==> config.mk <==
export PLATFORM = sky130hd
export DESIGN_NAME = mem_arb_flat
export DESIGN_NICKNAME = d
export VERILOG_FILES = /design/src/rtl/mem_arb_if.sv /design/src/rtl/mem_arb.sv /design/src/flat_wrapper.sv
export SDC_FILE = /design/constraint.sdc
export NUM_CORES = 1
export LEC_CHECK = 0
export BUFFER_PORTS_ARGS = -buffer_cell sky130_fd_sc_hd__buf_2
export CORE_AREA = 4 4 210 212
export CTS_CLUSTER_DIAMETER = 40
export DETAILED_ROUTE_END_ITERATION = 12
export DIE_AREA = 0 0 214 216
export PLACE_DENSITY = 0.34
export SYNTH_ARGS = -nofsm -noshare
export SYNTH_HDL_FRONTEND = slang
export SYNTH_SLANG_ARGS = --single-unit
export TNS_END_PERCENT = 50
==> constraint.sdc <==
create_clock -name clk -period 1.46 [get_ports clk]
set_input_delay 0.292 -clock clk [delete_from_list [all_inputs] [get_ports clk]]
set_output_delay 0.292 -clock clk [all_outputs]
set_load 0.02 [all_outputs]
==> src/rtl/mem_arb_if.sv <==
// mem_arb_if: I-side, D-side and shared downstream request/response signals of the memory arbiter
interface mem_arb_if;
    logic [63:0] im_req_addr;
    logic        im_req_valid;
    logic        im_req_ready;
    logic [63:0] im_resp_rdata;
    logic        im_resp_valid;
    logic [63:0] dm_req_addr;
    logic [63:0] dm_req_wdata;
    logic [7:0]  dm_req_wmask;
    logic        dm_req_wen;
    logic        dm_req_valid;
    logic        dm_req_ready;
    logic [63:0] dm_resp_rdata;
    logic        dm_resp_valid;
    logic [63:0] mem_req_addr;
    logic [63:0] mem_req_wdata;
    logic [7:0]  mem_req_wmask;
    logic        mem_req_wen;
    logic        mem_req_valid;
    logic        mem_req_ready;
    logic [63:0] mem_resp_rdata;
    logic        mem_resp_valid;
    modport slave (
        input  im_req_addr, im_req_valid, output im_req_ready, im_resp_rdata, im_resp_valid,
        input  dm_req_addr, dm_req_wdata, dm_req_wmask, dm_req_wen, dm_req_valid,
        output dm_req_ready, dm_resp_rdata, dm_resp_valid,
        output mem_req_addr, mem_req_wdata, mem_req_wmask, mem_req_wen, mem_req_valid,
        input  mem_req_ready, mem_resp_rdata, mem_resp_valid
    );
    modport master (
        output im_req_addr, im_req_valid, input im_req_ready, im_resp_rdata, im_resp_valid,
        output dm_req_addr, dm_req_wdata, dm_req_wmask, dm_req_wen, dm_req_valid,
        input  dm_req_ready, dm_resp_rdata, dm_resp_valid,
        input  mem_req_addr, mem_req_wdata, mem_req_wmask, mem_req_wen, mem_req_valid,
        output mem_req_ready, mem_resp_rdata, mem_resp_valid
    );
endinterface

==> src/rtl/mem_arb.sv <==
// mem_arb: two-requester memory arbiter with D-side priority, I-side starvation guard and in-order response routing
module mem_arb #(
    parameter int MAX_OUTSTANDING = 2,
    parameter int STARVE_LIMIT    = 4
) (
    input logic       clk,
    input logic       rst,
    mem_arb_if.slave  bus
);
    localparam int CW = $clog2(MAX_OUTSTANDING + 1);
    localparam int PW = MAX_OUTSTANDING > 1 ? $clog2(MAX_OUTSTANDING) : 1;
    localparam int SW = $clog2(STARVE_LIMIT + 1);
    logic [MAX_OUTSTANDING-1:0] ids_q, ids_d;
    logic [PW-1:0] wr_q, wr_d, rd_q, rd_d;
    logic [CW-1:0] cnt_q, cnt_d;
    logic [SW-1:0] starve_q, starve_d;
    logic lock_q, lock_d, gnt_q, gnt_d;
    logic full, grant_d, push, pop, head;
    always_ff @(posedge clk) begin
        if (!rst) begin
            ids_q    <= '0;
            wr_q     <= '0;
            rd_q     <= '0;
            cnt_q    <= '0;
            starve_q <= '0;
            lock_q   <= 1'b0;
            gnt_q    <= 1'b0;
        end else begin
            ids_q    <= ids_d;
            wr_q     <= wr_d;
            rd_q     <= rd_d;
            cnt_q    <= cnt_d;
            starve_q <= starve_d;
            lock_q   <= lock_d;
            gnt_q    <= gnt_d;
        end
    end
    // A stalled request keeps its grant so the downstream payload cannot switch sides
    always_comb begin
        full    = cnt_q == CW'(MAX_OUTSTANDING);
        grant_d = lock_q ? gnt_q
                         : (bus.dm_req_valid && starve_q < SW'(STARVE_LIMIT)) || !bus.im_req_valid;
        bus.mem_req_valid = rst & (bus.im_req_valid | bus.dm_req_valid) & ~full;
        bus.im_req_ready  = rst & ~grant_d & bus.mem_req_ready & ~full;
        bus.dm_req_ready  = rst &  grant_d & bus.mem_req_ready & ~full;
        bus.mem_req_addr  = grant_d ? bus.dm_req_addr  : bus.im_req_addr;
        bus.mem_req_wdata = grant_d ? bus.dm_req_wdata : 64'd0;
        bus.mem_req_wmask = grant_d ? bus.dm_req_wmask : 8'd0;
        bus.mem_req_wen   = grant_d ? bus.dm_req_wen   : 1'b0;
        push = bus.mem_req_valid & bus.mem_req_ready;
        pop  = rst & bus.mem_resp_valid & (cnt_q != '0);
        head = ids_q[rd_q];
        bus.im_resp_valid = pop & ~head;
        bus.dm_resp_valid = pop & head;
        bus.im_resp_rdata = bus.mem_resp_rdata;
        bus.dm_resp_rdata = bus.mem_resp_rdata;
    end
    always_comb begin
        ids_d = ids_q;
        if (push) ids_d[wr_q] = grant_d;
        wr_d = push ? (wr_q == PW'(MAX_OUTSTANDING - 1) ? '0 : wr_q + PW'(1)) : wr_q;
        rd_d = pop  ? (rd_q == PW'(MAX_OUTSTANDING - 1) ? '0 : rd_q + PW'(1)) : rd_q;
        cnt_d = cnt_q + CW'(push) - CW'(pop);
        starve_d = (push && !grant_d) ? '0
                 : (push && bus.im_req_valid && starve_q != SW'(STARVE_LIMIT)) ? starve_q + SW'(1)
                 : starve_q;
        lock_d = bus.mem_req_valid & ~bus.mem_req_ready;
        gnt_d  = grant_d;
    end
endmodule

==> src/flat_wrapper.sv <==
// flat-port wrapper written by rule: the top's interface ports become plain ports
module mem_arb_flat 
#(
    parameter int MAX_OUTSTANDING = 2,
    parameter int STARVE_LIMIT    = 4
)
  (clk, rst, bus_im_req_addr, bus_im_req_valid, bus_im_req_ready, bus_im_resp_rdata, bus_im_resp_valid, bus_dm_req_addr, bus_dm_req_wdata, bus_dm_req_wmask, bus_dm_req_wen, bus_dm_req_valid, bus_dm_req_ready, bus_dm_resp_rdata, bus_dm_resp_valid, bus_mem_req_addr, bus_mem_req_wdata, bus_mem_req_wmask, bus_mem_req_wen, bus_mem_req_valid, bus_mem_req_ready, bus_mem_resp_rdata, bus_mem_resp_valid);
  mem_arb_if bus_i ();
  input logic clk;
  input logic rst;
  input wire logic [$bits(bus_i.im_req_addr)-1:0] bus_im_req_addr;
  input wire logic [$bits(bus_i.im_req_valid)-1:0] bus_im_req_valid;
  output wire logic [$bits(bus_i.im_req_ready)-1:0] bus_im_req_ready;
  output wire logic [$bits(bus_i.im_resp_rdata)-1:0] bus_im_resp_rdata;
  output wire logic [$bits(bus_i.im_resp_valid)-1:0] bus_im_resp_valid;
  input wire logic [$bits(bus_i.dm_req_addr)-1:0] bus_dm_req_addr;
  input wire logic [$bits(bus_i.dm_req_wdata)-1:0] bus_dm_req_wdata;
  input wire logic [$bits(bus_i.dm_req_wmask)-1:0] bus_dm_req_wmask;
  input wire logic [$bits(bus_i.dm_req_wen)-1:0] bus_dm_req_wen;
  input wire logic [$bits(bus_i.dm_req_valid)-1:0] bus_dm_req_valid;
  output wire logic [$bits(bus_i.dm_req_ready)-1:0] bus_dm_req_ready;
  output wire logic [$bits(bus_i.dm_resp_rdata)-1:0] bus_dm_resp_rdata;
  output wire logic [$bits(bus_i.dm_resp_valid)-1:0] bus_dm_resp_valid;
  output wire logic [$bits(bus_i.mem_req_addr)-1:0] bus_mem_req_addr;
  output wire logic [$bits(bus_i.mem_req_wdata)-1:0] bus_mem_req_wdata;
  output wire logic [$bits(bus_i.mem_req_wmask)-1:0] bus_mem_req_wmask;
  output wire logic [$bits(bus_i.mem_req_wen)-1:0] bus_mem_req_wen;
  output wire logic [$bits(bus_i.mem_req_valid)-1:0] bus_mem_req_valid;
  input wire logic [$bits(bus_i.mem_req_ready)-1:0] bus_mem_req_ready;
  input wire logic [$bits(bus_i.mem_resp_rdata)-1:0] bus_mem_resp_rdata;
  input wire logic [$bits(bus_i.mem_resp_valid)-1:0] bus_mem_resp_valid;
  assign bus_i.im_req_addr = bus_im_req_addr;
  assign bus_i.im_req_valid = bus_im_req_valid;
  assign bus_im_req_ready = bus_i.im_req_ready;
  assign bus_im_resp_rdata = bus_i.im_resp_rdata;
  assign bus_im_resp_valid = bus_i.im_resp_valid;
  assign bus_i.dm_req_addr = bus_dm_req_addr;
  assign bus_i.dm_req_wdata = bus_dm_req_wdata;
  assign bus_i.dm_req_wmask = bus_dm_req_wmask;
  assign bus_i.dm_req_wen = bus_dm_req_wen;
  assign bus_i.dm_req_valid = bus_dm_req_valid;
  assign bus_dm_req_ready = bus_i.dm_req_ready;
  assign bus_dm_resp_rdata = bus_i.dm_resp_rdata;
  assign bus_dm_resp_valid = bus_i.dm_resp_valid;
  assign bus_mem_req_addr = bus_i.mem_req_addr;
  assign bus_mem_req_wdata = bus_i.mem_req_wdata;
  assign bus_mem_req_wmask = bus_i.mem_req_wmask;
  assign bus_mem_req_wen = bus_i.mem_req_wen;
  assign bus_mem_req_valid = bus_i.mem_req_valid;
  assign bus_i.mem_req_ready = bus_mem_req_ready;
  assign bus_i.mem_resp_rdata = bus_mem_resp_rdata;
  assign bus_i.mem_resp_valid = bus_mem_resp_valid;
  mem_arb #(.MAX_OUTSTANDING(MAX_OUTSTANDING), .STARVE_LIMIT(STARVE_LIMIT)) u_core (.clk(clk), .rst(rst), .bus(bus_i));
endmodule
==> impl_metrics.env, run 1 <==
export IMPL_firstDrtPassIters=4
export IMPL_r2r_start="u_core.gnt_q"
export IMPL_rows=75
export IMPL_ys_ff_latch=11
export IMPL_startpoint="u_core.gnt_q"
export IMPL_max_freq_mhz=517.2
export IMPL_maxCapViolations=0
export IMPL_worst_pin_slew_ns=0.2392
export IMPL_io_pins=541
export IMPL_grt_pass1_wl_um=23350
export IMPL_critPathKind="reg -> out"
export IMPL_gp_congestion=0.8607
export IMPL_grtUsageTotal=0.06343
export IMPL_syn_inst=479
export IMPL_r2r_end="u_core.starve_q[0]"
export IMPL_ir_drop_mv=0.4430
export IMPL_whs_ns=0.3600
export IMPL_worstPathArrival_ns=1.64
export IMPL_hold_viol=0
export IMPL_die_h_um=216
export IMPL_grt_pass1_vias=3748
export IMPL_rsz0062_at_grt="yes"
export IMPL_clock_root_buffer="clkbuf_16"
export IMPL_cp_endpoint="bus_mem_req_wdata[62]"
export IMPL_avgRoutedWirePerCell_um=13.41
export IMPL_dp_hpwl_um=12900
export IMPL_ys_warn_count=0
export IMPL_postCtsHoldBufs=0
export IMPL_nets=983
export IMPL_endpoint_kind="output pin"
export IMPL_r2r_slack_ns=-0.21
export IMPL_period_share=1.324
export IMPL_cts_buffers=3
export IMPL_finalSetupViolCount=143
export IMPL_clkSlewWorstSetupHoldPaths_ns=0.04
export IMPL_ys_types=29
export IMPL_critical_path_required_ns=1.17
export IMPL_antenna_found_initial=1
export IMPL_gr_total_overflow=0
export IMPL_drtIter0Drc=93
export IMPL_die_w_um=214
export IMPL_synth_top_area_frac=0.3511
export IMPL_status="finished with violations"
export IMPL_powerDensity_nw_per_um2=686.4
export IMPL_violations="setup timing"
export IMPL_startpoint_type="flop"
export IMPL_syn_area_per_cell_um2=6.071
export IMPL_coreArea_um2=41950
export IMPL_setup_ws_ns=-0.4736
export IMPL_leakage_nw=2.818
export IMPL_h_tree_depth=1
export IMPL_ant_nets=0
export IMPL_via_count=3617
export IMPL_seq_area_frac_synth=0.07573
export IMPL_routed_via_density=2.898
export IMPL_die_area_um2=46220
export IMPL_slew_headroom=0.8398
export IMPL_cts_tree="built"
export IMPL_grt_max_degree=37
export IMPL_whs_path_depth=3
export IMPL_netlist_area_um2=2908
export IMPL_cts_buffer_depth=2
export IMPL_syn_to_final_growth_pct=78.96
export IMPL_drive_above_1_share=0.6328
export IMPL_slew_viol_final=0
export IMPL_syn_nets=753
export IMPL_synth_largest_area_cell="buf_4"
export IMPL_clk_latency_ns=0.24
export IMPL_numPortBuffers=348
export IMPL_drc=0
export IMPL_clock_sinks=11
export IMPL_netlist_top_cells_area="buf_4 35%, nand2_1 25%, and2_1 17%, dfxtp_1 7.6%, buf_6 1.5%"
export IMPL_final_core_util=0.1241
export IMPL_r2r_cells=9
export IMPL_holdCritPathClass="in -> reg"
export IMPL_drt_total_wl_um=16730
export IMPL_postPlaceCellArea_um2=4513
export IMPL_tns_ns=-58.09
export IMPL_min_period_ns=1.934
export IMPL_clock_skew_final_ns=0.002999
export IMPL_pre_cts_ws_ns=-0.3264
export IMPL_stdcell_area_um2=5204
export IMPL_cp_max_fo=8
export IMPL_start_util=0.06932
## worst max-delay path, cell delays in order (launching register included)
cell,delay (ns)
dfxtp_1,0.29
and2b_1,0.20
a31oi_4,0.17
buf_12,0.17
buf_12,0.14
clkbuf_16,0.17
and2_1,0.13
buf_4,0.13
## routing by layer
layer	global-route usage	routed length, µm
met1	0.07308	6421
met5	0	0
met3	0.02644	1805
met2	0.1099	8152
met4	0.01491	354
## cells in the mapped netlist
library cell	count
nor3b_2	2
and4bb_2	1
nand3_1	1
buf_4	136
nand2b_4	1
buf_6	4
nor2_1	7
a31o_2	1
o21ai_0	1
or2_2	1
inv_1	5
clkbuf_1	5
and2b_1	1
a31oi_4	1
o31ai_1	2
dfxtp_1	11
ha_1	3
nor2b_1	2
buf_2	7
nand2_1	194
and2_1	77
nand4bb_1	1
a21boi_1	1
o21ai_1	1
xor2_1	2
xnor2_1	4
mux2i_1	3
o211ai_1	3
nor2b_4	1
## final cells by class
class | count | area [µm²]
clock buffer | 4 | 78.83
antenna | 1 | 2.502
inverter | 5 | 18.77
sequential | 11 | 222.7
timing repair buffer | 377 | 2502
fill | 4894 | 36740
multi-input combinational | 311 | 1704
tap | 539 | 674.4
## sequential cells by signal, summed over array words and instances (netlist names)
register,cells
u_core.wr_q,1
u_core.gnt_q,1
u_core.rd_q,1
u_core.lock_q,1
u_core.ids_q,2
u_core.cnt_q,2
u_core.starve_q,3
## how the worst min path moves through the flow
stage | from | endpoint | slack, ns
after CTS | bus_mem_req_ready | u_core.lock_q | 0.34
after detailed placement | u_core.ids_q[1] | u_core.ids_q[1] | 0.47
after global placement | u_core.ids_q[1] | u_core.ids_q[1] | 0.46
after floorplan | bus_mem_req_ready | u_core.lock_q | 0.36
after global routing | bus_mem_req_ready | u_core.lock_q | 0.36
final | bus_mem_req_ready | u_core.lock_q | 0.36
## repair_timing
| item | in CTS | in global routing |
|---|---|---|
| pin swaps | 0 | 1 |
| buffers inserted | 3 | 1 |
| setup endpoints to repair | 142 | 148 |
| resized for setup | 88 | 71 |
| gates cloned | 3 | 2 |
## stage by stage
stage               cells  total power [mW]
finish               1248             3.572
global route         1248             3.830
CTS                  1244             3.424
detailed placement   1234             2.608
global placement     1234             2.615
floorplan             479             2.233
## report_power, final
part	switching, mW	internal, mW	leakage [nW]	total (mW)
combinational	1.42	1.27	2.69	2.69
clock	0.133	0.367	0.0382	0.499
sequential	0.0374	0.345	0.0909	0.382
total	1.59	1.98	2.82	3.57
## cells by family (layout without fill, tap and decap cells)
logic type / count (synthesis) / after routing / share of synthesized area
AND/OR/NAND/NOR: 289 / 289 / 0.4621
buffers and inverters: 157 / 386 / 0.3916
flip-flops: 11 / 11 / 0.07573
AO/OA/AOI/OAI: 10 / 10 / 0.02926
XOR/XNOR: 6 / 6 / 0.01807
adder cells (fa/ha/maj): 3 / 3 / 0.01291
multiplexers: 3 / 3 / 0.01033
other: 0 / 1 / 0
## cell usage in the layout (no fill, tap or decap), types with 8 or more instances in the layout
master,Yosys,routed
dfxtp_1,11,9
and2_1,77,36
buf_6,4,8
buf_4,136,140
and2_2,0,20
nand2_2,0,12
buf_2,7,217
and2_4,0,21
nand2_1,194,182
Power figures use the tool's default switching activity.
==> inputs of run 2 (changes only) <==
==> constraint.sdc (replaced) <==
create_clock -name clk -period 1.46 [get_ports clk]
set_input_delay 0.219 -clock clk [delete_from_list [all_inputs] [get_ports clk]]
set_output_delay 0.219 -clock clk [all_outputs]
set_load 0.02 [all_outputs]
==> run 2 against run 1 <==
Against the previous run:
- the run still ends with setup timing left
- first-iteration DRC count is 46% higher
- setup slack better by 0.060 ns
- via count is 1.8% higher
- clock power is 0.8% higher
- design area is 1.1% lower
- clock-buffer cell count stayed put
- register-to-register slack better by 0.26 ns
- combinational power hardly changed
- critical path type unchanged
- largest power group unchanged
==> impl_metrics.env, run 2 (synthesis gave the netlist of run 1 again) <==
export IMPL_grtUsageTotal=0.06929
export IMPL_tns_ns=-48.76
export IMPL_ant_nets=0
export IMPL_mostFrequentLayoutCells="210 x buf_2, 187 x nand2_1, 137 x buf_4"
export IMPL_drive_above_1_share=0.5818
export IMPL_gp_congestion=0.8458
export IMPL_r2r_slack_ns=0.05
export IMPL_avgRoutedWirePerCell_um=14.57
export IMPL_hold_start="bus_mem_req_ready"
export IMPL_routed_via_density=2.959
export IMPL_cts_buffers=3
export IMPL_cpMostUsedCell="buf_12"
export IMPL_cts_buffer_depth=2
export IMPL_h_tree_depth=1
export IMPL_clock_root_buffer="clkbuf_16"
export IMPL_ir_drop_mv=0.2531
export IMPL_grt_max_degree=37
export IMPL_die_area_um2=46220
export IMPL_r2r_end="u_core.ids_q[0]"
export IMPL_stdcell_area_um2=5146
export IMPL_nets=978
export IMPL_placed_cells=1230
export IMPL_via_count=3681
export IMPL_die_w_um=214
export IMPL_whs_ns=0.2046
export IMPL_pre_cts_ws_ns=-0.2229
export IMPL_clock_sinks=11
export IMPL_min_period_ns=1.874
export IMPL_r2r_cells=5
export IMPL_powerDensity_nw_per_um2=692.8
export IMPL_cts_tree="built"
export IMPL_top_register="u_core.starve_q"
export IMPL_hold_viol=0
export IMPL_whs_path_depth=2
export IMPL_reg_top3="u_core.starve_q (3), u_core.cnt_q (2), u_core.ids_q (2)"
export IMPL_violations="setup timing"
export IMPL_setup_ws_ns=-0.4141
export IMPL_met2_usage=0.1203
export IMPL_hold_end="u_core.lock_q"
export IMPL_slew_viol_final=0
export IMPL_startpoint_type="flop"
export IMPL_final_cell_count_no_fill=1244
export IMPL_fill_cells=4898
export IMPL_worstPathArrival_ns=1.66
export IMPL_max_stage_delay_ns=0.29
export IMPL_rows=75
export IMPL_io_pins=541
export IMPL_maxCapViolations=0
export IMPL_r2r_start="u_core.gnt_q"
export IMPL_syn_to_final_growth_pct=76.98
export IMPL_status="finished with violations"
export IMPL_drt_total_wl_um=18120
export IMPL_clk_latency_ns=0.24
export IMPL_gr_total_overflow=0
export IMPL_multi_input_area_um2=1638
export IMPL_rsz0062_at_grt="yes"
export IMPL_grt_pass1_wl_um=24800
export IMPL_drtIter0Drc=136
export IMPL_grt_pass1_vias=3843
export IMPL_final_common_cell="buf_2"
export IMPL_critical_path_required_ns=1.24
export IMPL_crit_chain="and2b_1 -> a31oi_4 -> buf_12 -> buf_12 -> buf_16 -> and2_1 -> buf_4"
export IMPL_slew_headroom=0.8371
export IMPL_seqCellArea_um2=222.7
export IMPL_die_h_um=216
export IMPL_worst_pin_slew_ns=0.2432
export IMPL_cp_max_fo=9
export IMPL_start_util=0.06932
export IMPL_holdCritPathClass="in -> reg"
export IMPL_firstDrtPassIters=4
export IMPL_grtUsageMet1=0.07539
export IMPL_drc=0
export IMPL_dp_hpwl_um=13580
export IMPL_postPlaceCellArea_um2=4385
export IMPL_antenna_found_initial=5
export IMPL_numPortBuffers=348
export IMPL_clock_skew_final_ns=0.001810
export IMPL_slowest_stage="dfxtp_1"
export IMPL_leakage_nw=2.774
export IMPL_period_share=1.284
export IMPL_max_freq_mhz=533.6
export IMPL_final_core_util=0.1227
export IMPL_clkSlewWorstSetupHoldPaths_ns=0.04
export IMPL_critPathKind="reg -> out"
export IMPL_endpoint_kind="output pin"
export IMPL_finalPower_mw=3.565
export IMPL_busiest_layer="met2"
export IMPL_coreArea_um2=41950
export IMPL_finalSetupViolCount=139
export IMPL_largest_reg_flops=3
export IMPL_met3_usage=0.03235
export IMPL_postCtsHoldBufs=0
run 2: cell count changes in the layout (fill, tap and decap cells not counted), moves of 2 or more:
cell / previous run / this run
and2_1: 36 / 65
and2_2: 20 / 0
and2_4: 21 / 12
buf_12: 4 / 6
buf_2: 217 / 210
buf_4: 140 / 137
buf_6: 8 / 13
nand2_1: 182 / 187
nand2_2: 12 / 7
run 2: layout make-up:
| class | count | share of cell area |
|---|---|---|
| repair buffers | 372 | 0.4875 |
| multi-input cells | 311 | 0.3183 |
| well taps | 539 | 0.1310 |
| flip-flops and latches | 11 | 0.04328 |
| clock buffers | 4 | 0.01532 |
| inverters | 5 | 0.003647 |
| diodes | 2 | 0.0009725 |
run 2: how the worst max path moves through the flow:
stage                  startpoint                    end
2_1_floorplan  u_core.starve_q[2]  bus_mem_req_wdata[18]
3_3_place_gp         u_core.gnt_q    bus_mem_req_addr[9]
3_5_place_dp         u_core.gnt_q   bus_mem_req_addr[42]
4_1_cts              u_core.gnt_q   bus_mem_req_wmask[2]
5_1_grt              u_core.gnt_q    bus_mem_req_addr[9]
6_report             u_core.gnt_q  bus_mem_req_wdata[45]
run 2: timing repair:
item	4_1_cts	5_1_grt
buffers inserted	3	1
gates resized for setup	160	24
hold endpoints to repair	0	0
gates cloned	5	1
pin swaps	0	3
endpoints found under the setup margin	140	147
run 2: report_power, final:
part	switching [mW]	internal [mW]	leakage [nW]
sequential	0.0359	0.343	0.0910
clock	0.136	0.367	0.0382
combinational	1.43	1.25	2.65
total	1.60	1.96	2.77
run 2: worst max-delay path, delay by kind of cell, from the launching register on:
| family | cells | cell delay [ns] |
|---|---|---|
| flip-flops | 1 | 0.29 |
| buffers and inverters | 4 | 0.59 |
| AO/OA/AOI/OAI | 1 | 0.18 |
| AND/OR/NAND/NOR | 2 | 0.35 |
run 2: routing by layer:
layer  wire length (µm)  vias to the layer above  share of wire
met4                605                        6          0.033
met5                 47                        -         0.0026
met1               6511                     1592           0.36
met3               2029                       61           0.11
li1                   -                     1763              -
met2               8930                      259           0.49
==> inputs of run 3 (changes only) <==
--- a/config.mk
+++ b/config.mk
@@ -5,12 +5,13 @@
 export SDC_FILE = /design/constraint.sdc
 export NUM_CORES = 1
 export LEC_CHECK = 0
-export BUFFER_PORTS_ARGS = -buffer_cell sky130_fd_sc_hd__buf_2
-export CORE_AREA = 4 4 210 212
+export CAP_MARGIN = 20
+export CORE_AREA = 4 4 206 208
 export CTS_CLUSTER_DIAMETER = 40
 export DETAILED_ROUTE_END_ITERATION = 12
-export DIE_AREA = 0 0 214 216
-export PLACE_DENSITY = 0.34
+export DIE_AREA = 0 0 210 212
+export DONT_BUFFER_PORTS = 1
+export PLACE_DENSITY = 0.3
 export SYNTH_ARGS = -nofsm -noshare
 export SYNTH_HDL_FRONTEND = slang
 export SYNTH_SLANG_ARGS = --single-unit
==> run 3 against run 2 <==
Against the previous run:
- fmax grew 1.3%
- sequential power is essentially flat
- register-to-register slack lost 0.05 ns
- setup slack gained 0.023 ns
- cell count shrank 27%
- routed wire length shrank 12%
- non-clock buffer count shrank 332
- the flow still finishes with violations (setup timing)
- critical path type unchanged
- design area shrank 32%
- clock power is essentially flat
- clock-buffer cell count is the same
==> impl_metrics.env, run 3 (synthesis gave the netlist of run 1 again) <==
export IMPL_firstDrtPassIters=6
export IMPL_routed_via_density=2.889
export IMPL_reg_top3="u_core.starve_q (3), u_core.cnt_q (2), u_core.ids_q (2)"
export IMPL_leakage_nw=1.428
export IMPL_syn_to_final_growth_pct=20.70
export IMPL_violations="setup timing"
export IMPL_drc=0
export IMPL_startpoint_type="flop"
export IMPL_critical_path_required_ns=1.24
export IMPL_gr_total_overflow=0
export IMPL_clock_root_buffer="clkbuf_16"
export IMPL_die_area_um2=44520
export IMPL_antenna_found_initial=3
export IMPL_worst_pin_slew_ns=0.2569
export IMPL_status="finished with violations"
export IMPL_max_stage_delay_ns=0.30
export IMPL_cp_max_fo=30
export IMPL_clkSlewWorstSetupHoldPaths_ns=0.04
export IMPL_postPlaceCellArea_um2=2955
export IMPL_critPathKind="reg -> out"
export IMPL_tns_ns=-43.35
export IMPL_dp_hpwl_um=12380
export IMPL_antennaDiodeCount=0
export IMPL_largest_reg_flops=3
export IMPL_numPortBuffers=0
export IMPL_grtUsageTotal=0.05534
export IMPL_mostFrequentLayoutCells="128 x nand2_1, 64 x nand2_2, 49 x and2_2"
export IMPL_period_share=1.268
export IMPL_drtIter0Drc=126
export IMPL_die_w_um=210
export IMPL_min_period_ns=1.851
export IMPL_setup_ws_ns=-0.3906
export IMPL_rsz0062_at_grt="yes"
export IMPL_pre_cts_ws_ns=-0.3384
export IMPL_grt_pass1_wl_um=17760
export IMPL_postCtsHoldBufs=0
export IMPL_io_pins=541
export IMPL_die_h_um=212
export IMPL_worstPathArrival_ns=1.63
export IMPL_finalSetupViolCount=140
export IMPL_h_tree_depth=1
export IMPL_coreArea_um2=40550
export IMPL_ant_nets=0
export IMPL_cts_buffers=3
export IMPL_via_count=2609
export IMPL_drt_total_wl_um=15990
export IMPL_clk_latency_ns=0.24
export IMPL_endpoint_kind="output pin"
export IMPL_ir_drop_mv=0.2826
export IMPL_clock_skew_final_ns=0.001232
export IMPL_rows=74
export IMPL_maxCapViolations=0
export IMPL_top_register="u_core.starve_q"
export IMPL_gp_congestion=0.7148
export IMPL_grt_pass1_vias=2484
export IMPL_final_core_util=0.08654
export IMPL_powerDensity_nw_per_um2=846.2
export IMPL_slowest_stage="dfxtp_1"
export IMPL_start_util=0.07170
export IMPL_hold_viol=0
export IMPL_cts_buffer_depth=2
export IMPL_clock_sinks=11
export IMPL_max_freq_mhz=540.4
export IMPL_nets=646
export IMPL_holdCritPathClass="in -> reg"
export IMPL_cts_tree="built"
export IMPL_drive_above_1_share=0.5121
export IMPL_final_common_cell="nand2_1"
export IMPL_crit_chain="and2b_1 -> a31oi_4 -> buf_4 -> clkbuf_16 -> and2_2"
export IMPL_avgRoutedWirePerCell_um=17.70
export IMPL_grt_max_degree=62
export IMPL_stdcell_area_um2=3510
export IMPL_slew_headroom=0.8281
export IMPL_slew_viol_final=0
## run 3: cell count changes in the layout (fill, tap and decap cells not counted), moves of 3 or more
cell,delta
and2_1,-57
buf_16,-4
and2_2,+49
buf_2,-210
buf_4,-124
buf_6,-11
nand2_2,+57
buf_12,+14
clkbuf_16,+3
and2_4,+8
nand2_1,-59
## run 3: layout make-up
| cell class | instances | area, µm² |
|---|---|---|
| flip-flops and latches | 11 | 220.2 |
| repair buffers | 40 | 648.1 |
| multi-input cells | 311 | 1878 |
| fillers | 4739 | 37040 |
| clock buffers | 4 | 78.83 |
| well taps | 532 | 665.6 |
| inverters | 5 | 18.77 |
## run 3: routing by layer
metal	up-vias	GRT usage	wire length [µm]
li1	1096	-	-
met1	1207	0.07083	6381
met2	250	0.07723	7091
met3	54	0.02730	1841
met4	2	0.02655	658
met5	-	0	13
## run 3: power breakdown
| part | switching [mW] | internal (mW) |
|---|---|---|
| combinational | 1.31 | 0.777 |
| clock | 0.135 | 0.367 |
| sequential | 0.0364 | 0.342 |
| total | 1.48 | 1.49 |
## run 3: critical path: cells and delay by family, from the launching register on
kind | cells | cell delay [ns]
compound gates | 1 | 0.23
buf+inv | 2 | 0.40
flops | 1 | 0.30
simple gates | 2 | 0.45
## run 3: repair_timing
action | 4_1_cts | 5_1_grt
gates cloned | 1 | 4
endpoints found under the setup margin | 139 | 146
setup buffers | 1 | 2
resized for setup | 126 | 31
pin swaps | 1 | 10
## run 3: final timing paths
kind | startpoint | end | slack, ns | depth (start not counted)
max | u_core.gnt_q | bus_mem_req_wmask[0] | -0.39 | 5
min | bus_mem_req_ready | u_core.lock_q | 0.06 | 1
max reg2reg | u_core.gnt_q | u_core.starve_q[2] | 0 | 6
min reg2reg | u_core.ids_q[1] | u_core.ids_q[1] | 0.48 | 2
## run 3: metrics by stage
stage               hold slack [ns]  total power, mW  cells
floorplan                    0.2906            2.156    479
global placement             0.3202            2.118    891
detailed placement           0.3105            2.116    891
CTS                         0.06285            2.813    897
global route                0.06477            3.134    903
finish                      0.06207            2.970    903
